## src/rtl/inta_sequencer.sv

```systemverilog
// Interrupt-acknowledge sequencer for an 8259-style PIC in 8086 two-pulse mode.
// Raises INT, answers the INTA pair and sets/clears ISR bits. Supports cascade master and slave roles.
module inta_sequencer #(
  parameter int IR_W = 8,
  parameter int ID_W = 3
) (
  input  logic              clk,
  input  logic              reset,
  input  logic              INTFLAG,
  input  logic [ID_W-1:0]   PriorityID,
  input  logic              INTA,
  input  logic [4:0]        vector_base,
  input  logic              single_mode,
  input  logic              auto_eoi,
  input  logic              slave_program,
  input  logic [IR_W-1:0]   slave_config,
  input  logic [ID_W-1:0]   slave_id,
  input  logic [ID_W-1:0]   cascade_in,
  output logic [ID_W-1:0]   cascade_out,
  output logic              cascade_oe,
  output logic              INT,
  output logic [7:0]        data_out,
  output logic              data_oe,
  output logic [IR_W-1:0]   isr_set,
  output logic [IR_W-1:0]   isr_auto_clear,
  output logic              busy
);

  typedef enum logic [2:0] {IDLE, PEND, ACK1, WAIT2, ACK2} state_t;

  state_t            state_reg;
  logic              inta_q;
  logic [ID_W-1:0]   sel_id_reg;
  logic              spurious_reg;

  logic              fall;
  logic              rise;
  logic [ID_W-1:0]   ack_id;
  logic              cascade_hit;
  logic              responsible;

  assign fall   = inta_q & ~INTA;
  assign rise   = ~inta_q & INTA;
  // A request that vanished before the first pulse is answered as IR7.
  assign ack_id = INTFLAG ? PriorityID : {ID_W{1'b1}};

  assign cascade_hit = slave_program & ~single_mode & slave_config[ack_id];
  assign responsible = single_mode
                     | (slave_program & ~slave_config[sel_id_reg])
                     | (~slave_program & (cascade_in == slave_id));

  always_ff @(posedge clk) begin
    if (reset) begin
      state_reg      <= IDLE;
      inta_q         <= 1'b1;
      sel_id_reg     <= '0;
      spurious_reg   <= 1'b0;
      cascade_out    <= '0;
      cascade_oe     <= 1'b0;
      INT            <= 1'b0;
      data_out       <= '0;
      data_oe        <= 1'b0;
      isr_set        <= '0;
      isr_auto_clear <= '0;
      busy           <= 1'b0;
    end else begin
      inta_q         <= INTA;
      isr_set        <= '0;
      isr_auto_clear <= '0;
      case (state_reg)
        IDLE: begin
          if (INTFLAG) begin
            state_reg <= PEND;
            INT       <= 1'b1;
            busy      <= 1'b1;
          end
        end
        PEND: begin
          if (fall) begin
            state_reg    <= ACK1;
            INT          <= 1'b0;
            sel_id_reg   <= ack_id;
            spurious_reg <= ~INTFLAG;
            if (INTFLAG)
              isr_set <= {{(IR_W-1){1'b0}}, 1'b1} << PriorityID;
            cascade_oe  <= cascade_hit;
            cascade_out <= cascade_hit ? ack_id : '0;
          end
        end
        ACK1: begin
          if (rise)
            state_reg <= WAIT2;
        end
        WAIT2: begin
          if (fall) begin
            state_reg <= ACK2;
            data_oe   <= responsible;
            data_out  <= responsible ? {vector_base, sel_id_reg} : 8'h00;
          end
        end
        ACK2: begin
          if (rise) begin
            state_reg   <= IDLE;
            busy        <= 1'b0;
            data_oe     <= 1'b0;
            data_out    <= '0;
            cascade_oe  <= 1'b0;
            cascade_out <= '0;
            if (auto_eoi && !spurious_reg)
              isr_auto_clear <= {{(IR_W-1){1'b0}}, 1'b1} << sel_id_reg;
          end
        end
        default: begin
          state_reg <= IDLE;
          busy      <= 1'b0;
        end
      endcase
    end
  end

endmodule

```

## config.mk

```make
export PLATFORM = sky130hd
export DESIGN_NAME = inta_sequencer
export DESIGN_NICKNAME = d
export VERILOG_FILES = /design/src/rtl/inta_sequencer.sv
export SDC_FILE = /design/constraint.sdc
export NUM_CORES = 1
export LEC_CHECK = 0
export ABC_AREA = 1
export CAP_MARGIN = 10
export CORE_ASPECT_RATIO = 1.4
export CORE_MARGIN = 2
export CORE_UTILIZATION = 48
export CTS_CLUSTER_SIZE = 40
export DETAILED_ROUTE_END_ITERATION = 6
export PLACE_DENSITY_LB_ADDON = 0.15
export SLEW_MARGIN = 20
export SYNTH_ARGS = -nofsm -noshare
export SYNTH_HDL_FRONTEND = slang
export SYNTH_SLANG_ARGS = --single-unit
export TNS_END_PERCENT = 1
```

## constraint.sdc

```tcl
create_clock -name clk -period 1.9 [get_ports clk]
set_input_delay 0.285 -clock clk [delete_from_list [all_inputs] [get_ports clk]]
set_output_delay 0.285 -clock clk [all_outputs]
set_load 0.01 [all_outputs]
```

==> run_results.csv <==
group,metric,value,unit
run_status,status,"completed",
drt,routed_via_density,5.042,
yosys,synthMostInstantiatedCell,"nand2_1",
drt,drtAntennaViolNets,0,
yosys,async_flop_share,0,
clock_tree,ctsRootBufferMaster,"clkbuf_8",
sta,clock.fmax,663.5,MHz
setup_path,r2r-start,"sel_id_reg[0]",
clock_tree,clock_path_buffers,2,
floorplan,die_x,54.27,um
pwr,power_density,851.9,nW/um^2
floorplan,core,3378,sq um
clock_tree,cts_buffers,5,
cells_and_area,syn2layout_area_growth,43.99,%
cells_and_area,diodes,0,
setup_path,critPathMaxFanout,4,
pwr,pwr-share-comb,0.267,
yosys,synth-edff-count,0,
global_route,grt_pass1_vias,1473,
drt,num_vias,1689,
setup_path,path_class,"in2reg",
global_route,antenna_found_initial,0,
global_route,grt_max_degree,15,
cells_and_area,final_layout_size_suffix_gt1_frac,0.1322,
pwr,leakagePower,0.001009,uW
drt,drt-pass1-iter-count,5,
drt,routed_wl,3954,um
setup_path,reg2reg_depth,10,
yosys,seq_area_frac_synth,0.4598,
clock_tree,cts_hold_buffers,0,
clock_tree,post_cts_resized,0,
cells_and_area,top_regs,"data_out x8, isr_auto_clear x8, isr_set x8",
yosys,synthDistinctLibCells,24,
drt,drc,0,
yosys,synth_common_cells,"nand2_1 (66), dfxtp_1 (39), a21oi_1 (20), nor2_1 (20), nand3_1 (15)",
place,gp_congestion,0.9761,
clock_tree,clk_pin_slew_worst_paths,70,ps
clock_tree,post_cts_buffers,0,
floorplan,ios,60,
sta,rsz0062_at_grt,"false",
pwr,p_int,1433,uW
run,cap_violations,0,
yosys,ys_top_cells_by_area,"dfxtp_1 (46%), nand2_1 (15%), a21oi_1 (5.9%), nand3_1 (4.4%), nor2_1 (4.4%)",
setup_path,cp.required,2120,ps
sta,hold_violations,0,
yosys,syn_area_per_cell,7.447,sq um
cells_and_area,nets,323,
yosys,synth.net_count,257,
setup_path,startpoint_type,"input port",
floorplan,die_area,4036,sq um
clock_tree,cts_tree,"done",
sta,finalCriticalPeriod,1507,ps
floorplan,start_util,0.5026,
floorplan,fp-row-count,25,
place,dp.cells,327,
worst_hold_path,holdPathEnd,"cascade_out[0]",
setup_path,worstPathArrival,1730,ps
sta,slew_headroom,0.7657,
place,hpwl,2992,um
sta,finClkSkew,4.810,ps
sta,finalCritPeriodShare,0.7933,
global_route,grt_use_total,0.2095,
floorplan,fp.dieH,74.37,um
worst_hold_path,min_path_type,"reg2reg",
yosys,synth_top_area_cell,"dfxtp_1",
sta,maxSlewViolCount,0,
worst_hold_path,min_path_cells,2,
global_route,grt_pass1_wl,6196,um
yosys,synth_cells,228,
yosys,syn-cell-area,1698,sq um
setup_path,r2r-end,"data_out[7]",
pwr,seq_power_share,0.446,
drt,routedWlPerCell,11.80,um
pwr,clkPwrFrac,0.287,
yosys,ys.flop_type,"dfxtp_1",
clock_tree,ctsHtreeMaxLevel,2,
drt,drt_iter0_drc,40,
cells_and_area,fillCellCount,274,
pwr,ir_drop,0.0007284,V
worst_hold_path,min-delay-start,"cascade_out[0]",
clock_tree,cts.sinks,39,
clock_tree,clock_latency,280,ps
pwr,netSwitchingPower,649.2,uW
yosys,yosysTopAreaCellShare,0.4598,
sta,tightest_slew,351.1,ps
place,io_buffers,59,
setup_path,crit_path_end_kind,"flip-flop",
pwr,netSwitchingFraction,0.3117,
sta,setup_violations,0,
global_route,grt_overflow,0,
sta,finalSetupTns,0,ps
yosys,ys_seq_elements,39,
cells_and_area,fin_cells,335,
yosys,yosysWarningCount,0,
setup_path,r2r_slack,400,ps
==> critical path, stage by stage <==
cell,delay [ps]
clkdlybuf4s50_1,530
inv_2,90
nor2_2,190
inv_2,70
nand3_1,100
nand2_1,70
nand2_2,100
nand4_1,140
a21oi_1,150
==> logic make-up after synthesis <==
kind of cell	after synthesis	share of synthesized area
AOI/OAI and AO/OA	28	0.08548
and+or+nand+nor	134	0.3883
DFF	39	0.4598
buffers and inverters	27	0.06632
==> cell usage in the layout, fill, tap and decap left out, drive strengths merged, types with 6 or more instances in the layout <==
cell type      instances
dfxtp                 39
nor2                  30
a21oi                 20
nand2                 72
clkdlybuf4s50         59
clkbuf                 8
inv                   23
o21ai                  6
nand3                 17
nor3                   9
==> per-stage QoR <==
stage | worst slack [ps] | power (uW) | instance area, sq um | utilization | hold WS, ps
2_1_floorplan | 730.6 | 1317 | 1698 | - | 361.8
3_3_place_gp | 142.2 | 1491 | 2345 | 0.6941 | 449.8
3_5_place_dp | 117.7 | 1498 | 2345 | 0.6941 | 453.7
4_1_cts | 406.6 | 2095 | 2445 | 0.7237 | 464.8
5_1_grt | 261.1 | 2204 | 2445 | 0.7237 | 487.8
6_report | 392.8 | 2083 | 2445 | 0.7237 | 464.7
==> power groups by stage <==
stage               combinational (uW)  sequential [uW]  clock [uW]
floorplan                          379              938           0
global placement                   547              944           0
detailed placement                 552              946           0
CTS                                557              928         610
global route                       628              935         641
finish                             556              929         598
==> worst max-delay path by stage <==
stage                        startpoint        endpoint  slack (ps)  cells past startpoint
final                           INTFLAG  cascade_out[2]         390                      9
after detailed placement           INTA     data_out[7]         120                      7
after floorplan           sel_id_reg[0]     data_out[2]         730                     11
after global routing               INTA     data_out[1]         260                      7
after CTS                 sel_id_reg[0]     data_out[7]         410                     10
after global placement          INTFLAG  cascade_out[2]         140                      9
==> final cells by class <==
| class | count | area (sq um) | area share |
|---|---|---|---|
| tap | 40 | 50.05 | 0.02047 |
| multi-input combinational | 162 | 804.5 | 0.3291 |
| sequential | 39 | 780.7 | 0.3193 |
| inverter | 23 | 88.84 | 0.03634 |
| clock buffer | 8 | 100.1 | 0.04094 |
| timing repair buffer | 63 | 620.6 | 0.2538 |
==> routing by layer <==
| metal | global-route usage | routed length [um] | vias to the layer above |
|---|---|---|---|
| met3 | 0.05221 | 259 | 11 |
| met1 | 0.2314 | 1575 | 749 |
| met5 | 0 | 0 | - |
| li1 | - | - | 864 |
| met2 | 0.3561 | 2018 | 65 |
| met4 | 0.1167 | 101 | 0 |
Power figures use the tool's default switching activity.
